`config.mk`:
```
export PLATFORM = sky130hd
export DESIGN_NAME = mat_loader_flat
export DESIGN_NICKNAME = d
export VERILOG_FILES = /design/src/rtl/mat_pkg.sv /design/src/rtl/mat_loader_if.sv /design/src/rtl/mat_shift4.sv /design/src/rtl/mat_loader.sv /design/src/flat_wrapper.sv
export SDC_FILE = /design/constraint.sdc
export NUM_CORES = 1
export LEC_CHECK = 0
export ABC_AREA = 0
export ABC_CLOCK_PERIOD_IN_PS = 3500
export CORE_ASPECT_RATIO = 1.1
export CORE_UTILIZATION = 47
export CTS_CLUSTER_SIZE = 12
export DETAILED_ROUTE_END_ITERATION = 8
export HOLD_SLACK_MARGIN = 0.08
export PLACE_DENSITY = 0.82
export SLEW_MARGIN = 20
export SYNTH_ARGS = -nofsm -noshare
export SYNTH_HDL_FRONTEND = slang
export SYNTH_SLANG_ARGS = --single-unit
export TNS_END_PERCENT = 100
```
`constraint.sdc`:
```
create_clock -name clk -period 3.5 [get_ports clk]
set_input_delay 1.05 -clock clk [delete_from_list [all_inputs] [get_ports clk]]
set_output_delay 1.05 -clock clk [all_outputs]
set_load 0.02 [all_outputs]
```
`src/rtl/mat_pkg.sv`:
```
// mat_pkg: shared dimensions and FSM state encoding for the matrix loader
package mat_pkg;
   localparam int MAT_N = 2;
   localparam int MAT_ELEMS = MAT_N * MAT_N;
   localparam int CNT_W = $clog2(MAT_ELEMS);
   typedef enum logic [1:0] {LOAD_A, LOAD_B, FULL} state_t;
endpackage

```
`src/rtl/mat_loader_if.sv`:
```
// mat_loader_if: element input and matrix-pair output handshakes; keep_a exists only with MAT_LOADER_KEEP_A_EN
interface mat_loader_if
   import mat_pkg::*;
#(
   parameter int DW = 8
);
   logic [DW-1:0]           in_data;
   logic                    in_valid;
   logic                    in_ready;
   logic [MAT_ELEMS*DW-1:0] a_out;
   logic [MAT_ELEMS*DW-1:0] b_out;
   logic                    out_valid;
   logic                    out_ready;
`ifdef MAT_LOADER_KEEP_A_EN
   logic                    keep_a;
   modport master (output in_data, in_valid, out_ready, keep_a, input in_ready, a_out, b_out, out_valid);
   modport slave (input in_data, in_valid, out_ready, keep_a, output in_ready, a_out, b_out, out_valid);
`else
   modport master (output in_data, in_valid, out_ready, input in_ready, a_out, b_out, out_valid);
   modport slave (input in_data, in_valid, out_ready, output in_ready, a_out, b_out, out_valid);
`endif
endinterface

```
`src/rtl/mat_shift4.sv`:
```
// mat_shift4: MAT_ELEMS-deep element shift register; newest element enters the LSBs
module mat_shift4
   import mat_pkg::*;
#(
   parameter int DW = 8
) (
   input  logic                    clk,
   input  logic                    rst,
   input  logic                    en_i,
   input  logic [DW-1:0]           d_i,
   output logic [MAT_ELEMS*DW-1:0] q_o
);
   logic [MAT_ELEMS*DW-1:0] q_q;
   assign q_o = q_q;
   // shift one element in per enabled cycle, oldest element ends up in the MSBs
   always_ff @(posedge clk or posedge rst)
      if (rst) q_q <= '0;
      else if (en_i) q_q <= {q_q[(MAT_ELEMS-1)*DW-1:0], d_i};
endmodule

```
`src/rtl/mat_loader.sv`:
```
// mat_loader: assembles row-major 2x2 operands A then B from an element stream; MAT_LOADER_KEEP_A_EN reuses A
module mat_loader
   import mat_pkg::*;
#(
   parameter int DW = 8
) (
   input  logic        clk,
   input  logic        rst,
   mat_loader_if.slave bus
);
   localparam logic [CNT_W-1:0] LAST = CNT_W'(MAT_ELEMS - 1);
   state_t           state_q, state_d;
   logic [CNT_W-1:0] cnt_q, cnt_d;
   logic             out_valid_q, out_valid_d;
   logic             acc, en_a, en_b, keep;
`ifdef MAT_LOADER_KEEP_A_EN
   assign keep = bus.keep_a;
`else
   assign keep = 1'b0;
`endif
   assign acc = bus.in_valid && (state_q != FULL);
   assign bus.in_ready = state_q != FULL;
   assign bus.out_valid = out_valid_q;
   // next state: count accepted elements per matrix, hold while FULL until the pair is taken
   always_comb begin
      state_d = state_q;
      cnt_d = cnt_q;
      en_a = 1'b0;
      en_b = 1'b0;
      case (state_q)
         LOAD_A: if (acc) begin
            en_a = 1'b1;
            cnt_d = cnt_q + 1'b1;
            state_d = (cnt_q == LAST) ? LOAD_B : LOAD_A;
         end
         LOAD_B: if (acc) begin
            en_b = 1'b1;
            cnt_d = cnt_q + 1'b1;
            state_d = (cnt_q == LAST) ? FULL : LOAD_B;
         end
         FULL: if (bus.out_ready) begin
            cnt_d = '0;
            state_d = keep ? LOAD_B : LOAD_A;
         end
         default: begin
            state_d = LOAD_A;
            cnt_d = '0;
         end
      endcase
      out_valid_d = state_d == FULL;
   end
   // state, counter and registered out_valid
   always_ff @(posedge clk or posedge rst)
      if (rst) begin
         state_q <= LOAD_A;
         cnt_q <= '0;
         out_valid_q <= 1'b0;
      end else begin
         state_q <= state_d;
         cnt_q <= cnt_d;
         out_valid_q <= out_valid_d;
      end
   mat_shift4 #(.DW(DW)) u_a (.clk(clk), .rst(rst), .en_i(en_a), .d_i(bus.in_data), .q_o(bus.a_out));
   mat_shift4 #(.DW(DW)) u_b (.clk(clk), .rst(rst), .en_i(en_b), .d_i(bus.in_data), .q_o(bus.b_out));
endmodule

```
`src/flat_wrapper.sv`:
```
// flat-port wrapper written by rule: the top's interface ports become plain ports
module mat_loader_flat import mat_pkg::*;
#(
   parameter int DW = 8
)
  (clk, rst, bus_in_data, bus_in_valid, bus_out_ready, bus_in_ready, bus_a_out, bus_b_out, bus_out_valid);
  mat_loader_if #(.DW(DW)) bus_i ();
  input  logic clk;
  input  logic rst;
  input wire logic [$bits(bus_i.in_data)-1:0] bus_in_data;
  input wire logic [$bits(bus_i.in_valid)-1:0] bus_in_valid;
  input wire logic [$bits(bus_i.out_ready)-1:0] bus_out_ready;
  output wire logic [$bits(bus_i.in_ready)-1:0] bus_in_ready;
  output wire logic [$bits(bus_i.a_out)-1:0] bus_a_out;
  output wire logic [$bits(bus_i.b_out)-1:0] bus_b_out;
  output wire logic [$bits(bus_i.out_valid)-1:0] bus_out_valid;
  assign bus_i.in_data = bus_in_data;
  assign bus_i.in_valid = bus_in_valid;
  assign bus_i.out_ready = bus_out_ready;
  assign bus_in_ready = bus_i.in_ready;
  assign bus_a_out = bus_i.a_out;
  assign bus_b_out = bus_i.b_out;
  assign bus_out_valid = bus_i.out_valid;
  mat_loader #(.DW(DW)) u_core (.clk(clk), .rst(rst), .bus(bus_i));
endmodule
```
==> results of run 1 <==
==> worst min-delay path by stage <==
stage,from,endpoint,depth (start not counted)
2_1_floorplan,u_core.cnt_q[0],u_core.cnt_q[0],1
3_3_place_gp,u_core.u_b.q_o[31],u_core.u_b.q_o[31],1
3_5_place_dp,u_core.u_b.q_o[31],u_core.u_b.q_o[31],1
4_1_cts,u_core.u_b.q_o[25],u_core.u_b.q_o[25],1
5_1_grt,u_core.u_b.q_o[28],u_core.u_b.q_o[28],1
6_report,u_core.u_b.q_o[25],u_core.u_b.q_o[25],1
==> through the flow <==
stage | power [uW] | util (%) | hold slack (ns) | setup WS (ns)
floorplan | 2550 | - | 0.504 | 0.710
global placement | 3400 | 64.4 | 0.477 | 0.645
detailed placement | 3450 | 64.4 | 0.485 | 0.606
CTS | 4030 | 67.4 | 0.504 | 0.814
global route | 4200 | 67.4 | 0.523 | 0.748
finish | 3970 | 67.4 | 0.497 | 0.825
==> logic make-up after synthesis <==
group	Yosys count	synth area share, %
fa+ha+maj	1	0.467
compound gates	7	2.15
buf+inv	11	2.99
mux	65	27.3
simple gates	7	2.62
flops	69	64.5
==> metal layers <==
layer	GRT usage, %	vias to the layer above	routed length, um
li1	-	728	-
met1	21.7	798	2040
met2	25.5	52	2260
met3	6.33	9	386
met4	8.65	0	62
met5	0	-	0
==> worst max-delay path, stage by stage, from the launching register on <==
cell and delay [ns]:
dfrtp_1 0.55, nand2b_1 0.15, clkdlybuf4s50_1 0.60
==> layout by cell type, fill, tap and decap left out, drive strengths merged, types with 2 or more instances in the layout <==
cell type	count
clkinv	2
mux2	64
a41o	2
clkbuf	12
nand3b	2
buf	2
dfrtp	69
clkdlybuf4s50	77
nor3b	2
inv	2
==> layout make-up <==
cell class	count	area share, %
Clock inverter	2	0.273
Sequential cell	69	47.1
Multi-Input combinational cell	80	23.8
Clock buffer	12	4.24
Tap cell	75	2.56
Timing Repair Buffer	79	21.8
Inverter	2	0.205
==> sequential cells by signal, summed over array words and instances, names as in the netlist <==
name / count
u_core.state_q: 2
u_core.u_b.q_o: 32
u_core.bus.out_valid: 1
u_core.u_a.q_o: 32
u_core.cnt_q: 2
==> synthesized netlist by cell type <==
cell,count
a21oi_1,1
o22a_1,1
buf_2,4
mux2i_1,1
ha_1,1
nor2b_1,1
mux2_1,6
nand2_1,1
inv_1,2
mux2_2,58
a41o_1,2
nand2b_1,1
buf_4,1
nand3b_4,1
o32ai_1,1
nand3b_1,1
buf_6,4
dfrtp_1,69
a21bo_2,1
o21ai_0,1
nor3b_4,1
nor3b_1,1
==> report_power, final <==
part           switching [uW]  internal [uW]  total [uW]
logic                     862           1070        1930
clock network             262            286         548
registers                 288           1210        1490
total                    1410           2560        3970
==> load_flow_metrics.sql, run 1 <==
INSERT INTO impl_metrics (metric_group, metric, value, unit) VALUES
('worst_setup_path', 'timing.critical_path.arrival', '1.62', 'ns'),
('placement', 'total_cell_area_at_the_placement_stage', '0.00350', 'mm^2'),
('global_routing', 'grt_max_degree', '43', ''),
('route', 'routed_wirelength', '4750', 'um'),
('global_routing', 'first_global_vias', '1581', ''),
('route', 'detail-route-antenna-nets', '0', ''),
('placement', 'finalWeightedCongestion', '0.774', ''),
('die', 'core_region_area', '0.00543', 'mm^2'),
('timing', 'setup_tns', '0', 'ns'),
('finish', 'n_fill_cell', '392', ''),
('finish', 'post_layout_nonfiller_instances', '319', ''),
('worst_setup_path', 'largest_fanout_of_any_net_on_the_critical_path', '9', ''),
('timing', 'worst_clock_skew', '0.00608', 'ns'),
('timing', 'fmaxAchievable', '0.374', 'GHz'),
('cts', 'clk_transition_reported_paths', '0.06', 'ns'),
('flow_run', 'cap_violations', '0', ''),
('cts', 'clk_latency', '0.33', 'ns'),
('route', 'initial_drt_markers', '71', ''),
('power', 'power_per_cell_area', '1080', 'mW/mm^2'),
('die', 'dieWidth', '74.0', 'um'),
('power', 'total_leakage_power', '0.00157', 'uW'),
('worst_setup_path', 'r2r_start', 'u_core.state_q[1]', ''),
('worst_setup_path', 'worst-r2r-cell-count', '3', ''),
('global_routing', 'grt_pass1_wl', '7510', 'um'),
('worst_setup_path', 'critical_path_class', 'reg -> out', ''),
('cts', 'clock_tree.root_cell', 'clkbuf_8', ''),
('finish', 'final_cell_area', '0.00366', 'mm^2'),
('cts', 'holdBufCountCts', '0', ''),
('timing', 'worst_slew_pin_slew', '0.587', 'ns'),
('cts', 'cts_buffer_depth', '2', ''),
('route', 'via_count', '1587', ''),
('die', 'io_pins', '78', ''),
('timing', 'max_slew_margin', '60.8', '%'),
('worst_setup_path', 'setup.worst_path.start', 'u_core.state_q[0]', ''),
('synth', 'synth_top_area_share', '64.5', '%'),
('route', 'dr.pass1.iters', '2', ''),
('finish', 'syn_to_final_growth', '36.8', '%'),
('finish', 'final_net_count', '254', ''),
('die', 'die_height', '81.2', 'um'),
('synth', 'synth_top_cell_by_area', 'dfrtp_1', ''),
('die', 'die-area', '0.00600', 'mm^2'),
('worst_setup_path', 'r2r-end', 'u_core.u_a.q_o[7]', ''),
('timing', 'rsz0062_at_grt', 'false', ''),
('synth', 'synth_top_cells_by_area', 'dfrtp_1, mux2_2, mux2_1, buf_6, a41o_1', ''),
('route', 'drt_drc_violations_left', '0', ''),
('global_routing', 'grt_antenna_before_repair', '0', ''),
('route', 'post_drt_via_cell_ratio', '4.97', ''),
('synth', 'post_synth_instance_area', '0.00268', 'mm^2'),
('worst_setup_path', 'rrSetupSlack', '1.87', 'ns'),
('die', 'starting_density_of_the_core', '49.3', '%'),
('global_routing', 'globalRouteOverflowTotal', '0', ''),
('synth', 'synth_cell_types', '22', ''),
('timing', 'finalCritPeriodShare', '76.4', '%'),
('cts', 'cts_tree', 'yes', ''),
('die', 'std_cell_rows', '28', ''),
('min_path', 'hp-class', 'reg -> reg', ''),
('synth', 'ys_ff_latch', '69', ''),
('timing', 'period_minus_slack', '2.67', 'ns'),
('timing', 'final-hold-violation-count', '0', ''),
('cts', 'tritoncts.num_buffers', '9', ''),
('placement', 'hpwl', '3210', 'um'),
('worst_setup_path', 'critical_path.startpoint_type', 'register', ''),
('synth', 'synth.yosys.seq_area_share', '64.5', '%'),
('timing', 'timing_max_transition_violations_final', '0', ''),
('global_routing', 'track_usage', '17.1', '%'),
('worst_setup_path', 'cp_data_required_time', '2.45', 'ns'),
('status', 'run_status', 'finished clean', ''),
('finish', 'n_antenna_cell', '0', ''),
('finish', 'ratio_of_cells_with_drive_above_1_in_the_final_layout', '31.6', '%'),
('power', 'vdd_ir_drop_max', '610', 'uV'),
('worst_setup_path', 'crit_end', 'bus_in_ready', ''),
('finish', 'multi_input_area', '871', 'um^2'),
('timing', 'setup_violations', '0', ''),
('synth', 'mappedNetlistNets', '173', ''),
('worst_setup_path', 'critical_path.endpoint_type', 'primary output', ''),
('synth', 'yosysWarnings', '0', ''),
('cts', 'cts_post_setup_buffers_inserted', '0', ''),
('placement', 'place.detailed.instances', '305', ''),
('placement', 'buffer_ports.inserted', '77', ''),
('route', 'wl_per_cell', '14.9', 'um'),
('synth', 'post_synth.cell_area_avg', '16.7', 'um^2'),
('synth', 'syn_inst', '160', ''),
('finish', 'sequential_cell_area', '0.00173', 'mm^2'),
('cts', 'count_of_h_tree_levels_built_during_cts', '3', ''),
('cts', 'cts_repair_resize_count', '0', ''),
('cts', 'cts_sinks', '69', '');
Note: power is estimated with default switching activity, not from simulation.
==> run 2: changes to the inputs <==
ABC_CLOCK_PERIOD_IN_PS = 2700   (was 3500)
clock period = 2.7 ns   (was 3.5 ns; I/O delays follow)
==> run 2 against run 1 <==
  * First-iteration DRC count is 34% lower
  * Design area rose by 1.3%
  * Core utilization rose by 0.85 points
  * Sequential power grew 30%
  * Combinational power grew 30%
  * Clock-buffer cell count rose by 1
  * Final cell count is 0.63% higher
  * Global-route usage up 0.51 points
  * Total power increased by 31%
  * Hold slack barely moved
  * Clock skew decreased by 0.0017 ns
  * Sequential share of layout area down 0.59 points
==> load_flow_metrics.sql, run 2 (synthesis results as in run 1) <==
INSERT INTO impl_metrics (metric_group, metric, value, unit) VALUES
('status', 'run_status', 'finished clean', ''),
('die', 'dieWidth', '74.0', 'um'),
('die', 'std_cell_rows', '28', ''),
('cts', 'clock_tree.root_cell', 'clkbuf_8', ''),
('finish', 'final_common_cell', 'clkdlybuf4s50_1', ''),
('timing', 'finalCritPeriodShare', '91.9', '%'),
('power', 'vdd_ir_drop_max', '837', 'uV'),
('worst_setup_path', 'timing.critical_path.arrival', '1.67', 'ns'),
('die', 'starting_density_of_the_core', '49.3', '%'),
('worst_setup_path', 'critical_path_class', 'reg -> out', ''),
('cts', 'count_of_h_tree_levels_built_during_cts', '3', ''),
('timing', 'period_minus_slack', '2.48', 'ns'),
('global_routing', 'grt_antenna_before_repair', '0', ''),
('cts', 'cts_buffer_depth', '2', ''),
('timing', 'worst_slew_pin_slew', '0.446', 'ns'),
('finish', 'final_net_count', '256', ''),
('worst_setup_path', 'critical_path.endpoint_type', 'primary output', ''),
('route', 'routed_wirelength', '4710', 'um'),
('route', 'detail-route-antenna-nets', '0', ''),
('timing', 'timing_max_transition_violations_final', '0', ''),
('worst_setup_path', 'crit_path_max_incr_delay', '0.61', 'ns'),
('worst_setup_path', 'largest_fanout_of_any_net_on_the_critical_path', '9', ''),
('cts', 'tritoncts.num_buffers', '9', ''),
('die', 'core_region_area', '0.00543', 'mm^2'),
('route', 'drt_drc_violations_left', '0', ''),
('global_routing', 'grt_pass1_wl', '7760', 'um'),
('timing', 'fmaxAchievable', '0.403', 'GHz'),
('cts', 'holdBufCountCts', '0', ''),
('global_routing', 'track_usage', '17.6', '%'),
('cts', 'clk_transition_reported_paths', '0.07', 'ns'),
('die', 'die-area', '0.00600', 'mm^2'),
('cts', 'cts_post_setup_buffers_inserted', '0', ''),
('timing', 'rsz0062_at_grt', 'false', ''),
('die', 'io_pins', '78', ''),
('finish', 'layout_common_cells', 'clkdlybuf4s50_1, dfrtp_1, mux2_2', ''),
('finish', 'final_cell_area', '0.00371', 'mm^2'),
('power', 'power_per_cell_area', '1400', 'mW/mm^2'),
('placement', 'total_cell_area_at_the_placement_stage', '0.00352', 'mm^2'),
('finish', 'n_antenna_cell', '0', ''),
('cts', 'clk_latency', '0.33', 'ns'),
('timing', 'worst_clock_skew', '0.00441', 'ns'),
('flow_run', 'cap_violations', '0', ''),
('placement', 'hpwl', '3180', 'um'),
('worst_setup_path', 'critical_path.startpoint_type', 'register', ''),
('route', 'initial_drt_markers', '47', ''),
('placement', 'finalWeightedCongestion', '0.694', ''),
('cts', 'cts_repair_resize_count', '0', ''),
('finish', 'ratio_of_cells_with_drive_above_1_in_the_final_layout', '32.5', '%'),
('timing', 'final-hold-violation-count', '0', ''),
('worst_setup_path', 'crit_path_max_delay_cell_type', 'clkdlybuf4s50_1', ''),
('global_routing', 'globalRouteOverflowTotal', '0', ''),
('finish', 'n_fill_cell', '397', ''),
('timing', 'setup_tns', '0', 'ns'),
('route', 'wl_per_cell', '14.7', 'um'),
('finish', 'syn_to_final_growth', '38.5', '%'),
('global_routing', 'first_global_vias', '1708', ''),
('route', 'post_drt_via_cell_ratio', '4.95', ''),
('global_routing', 'grt_max_degree', '49', ''),
('worst_setup_path', 'cp_data_required_time', '1.89', 'ns'),
('worst_setup_path', 'crit_path_cell_trace', 'nand2b_1 -> clkdlybuf4s50_1', ''),
('timing', 'max_slew_margin', '70.3', '%'),
('cts', 'cts_tree', 'yes', ''),
('timing', 'setup_violations', '0', ''),
('route', 'dr.pass1.iters', '2', ''),
('route', 'via_count', '1589', ''),
('die', 'die_height', '81.2', 'um'),
('cts', 'cts_sinks', '69', ''),
('power', 'total_leakage_power', '0.00159', 'uW'),
('placement', 'buffer_ports.inserted', '77', ''),
('min_path', 'hp-class', 'reg -> reg', '');
run 2: cell type report:
type / count / area, um^2 / share of cell area [%]
flip-flops and latches: 69 / 1730 / 46.6
multi-input cells: 80 / 871 / 23.5
repair buffers: 81 / 826 / 22.3
clock buffers: 13 / 179 / 4.82
well taps: 75 / 93.8 / 2.53
inverters: 2 / 7.51 / 0.202
clock inverters: 1 / 5.00 / 0.135
run 2: worst max-delay path: cells and delay by family, from the launching register on:
family / cells / cell delay, ns
buf+inv: 1 / 0.61
flops: 1 / 0.57
simple gates: 1 / 0.17
run 2: stage by stage:
stage / util (%) / hold WS [ns] / cells / setup slack [ns] / total power (uW)
2_1_floorplan: - / 0.504 / 160 / 0.150 / 3310
3_3_place_gp: 64.9 / 0.482 / 307 / 0.379 / 4430
3_5_place_dp: 64.9 / 0.489 / 307 / 0.351 / 4490
4_1_cts: 68.3 / 0.504 / 321 / 0.206 / 5270
5_1_grt: 68.3 / 0.517 / 321 / 0.164 / 5510
6_report: 68.3 / 0.497 / 321 / 0.219 / 5200
run 2: power by group:
group          internal, uW  leakage (uW)  switching (uW)
logic                  1390      0.000672            1110
registers              1560      0.000823             375
clock network           422     0.0000974             338
total                  3380       0.00159            1820
run 2: final timing paths:
kind / start / depth (start not counted) / slack, ns / end
max in group asynchronous: rst / 3 / 1.57 / u_core.u_a.q_o[27]
setup reg to reg: u_core.state_q[0] / 2 / 1.12 / u_core.u_b.q_o[25]
min in group asynchronous: rst / 2 / 0.67 / u_core.u_a.q_o[30]
hold / removal: u_core.u_b.q_o[25] / 1 / 0.50 / u_core.u_b.q_o[25]
setup / recovery: u_core.state_q[0] / 2 / 0.22 / bus_in_ready
hold reg to reg: u_core.u_b.q_o[25] / 1 / 0.50 / u_core.u_b.q_o[25]
run 2: per-layer routing:
layer | track usage [%] | routed length, um
met1 | 20.7 | 2000
met2 | 27.5 | 2250
met3 | 7.57 | 401
met4 | 8.65 | 66
met5 | 0 | 0
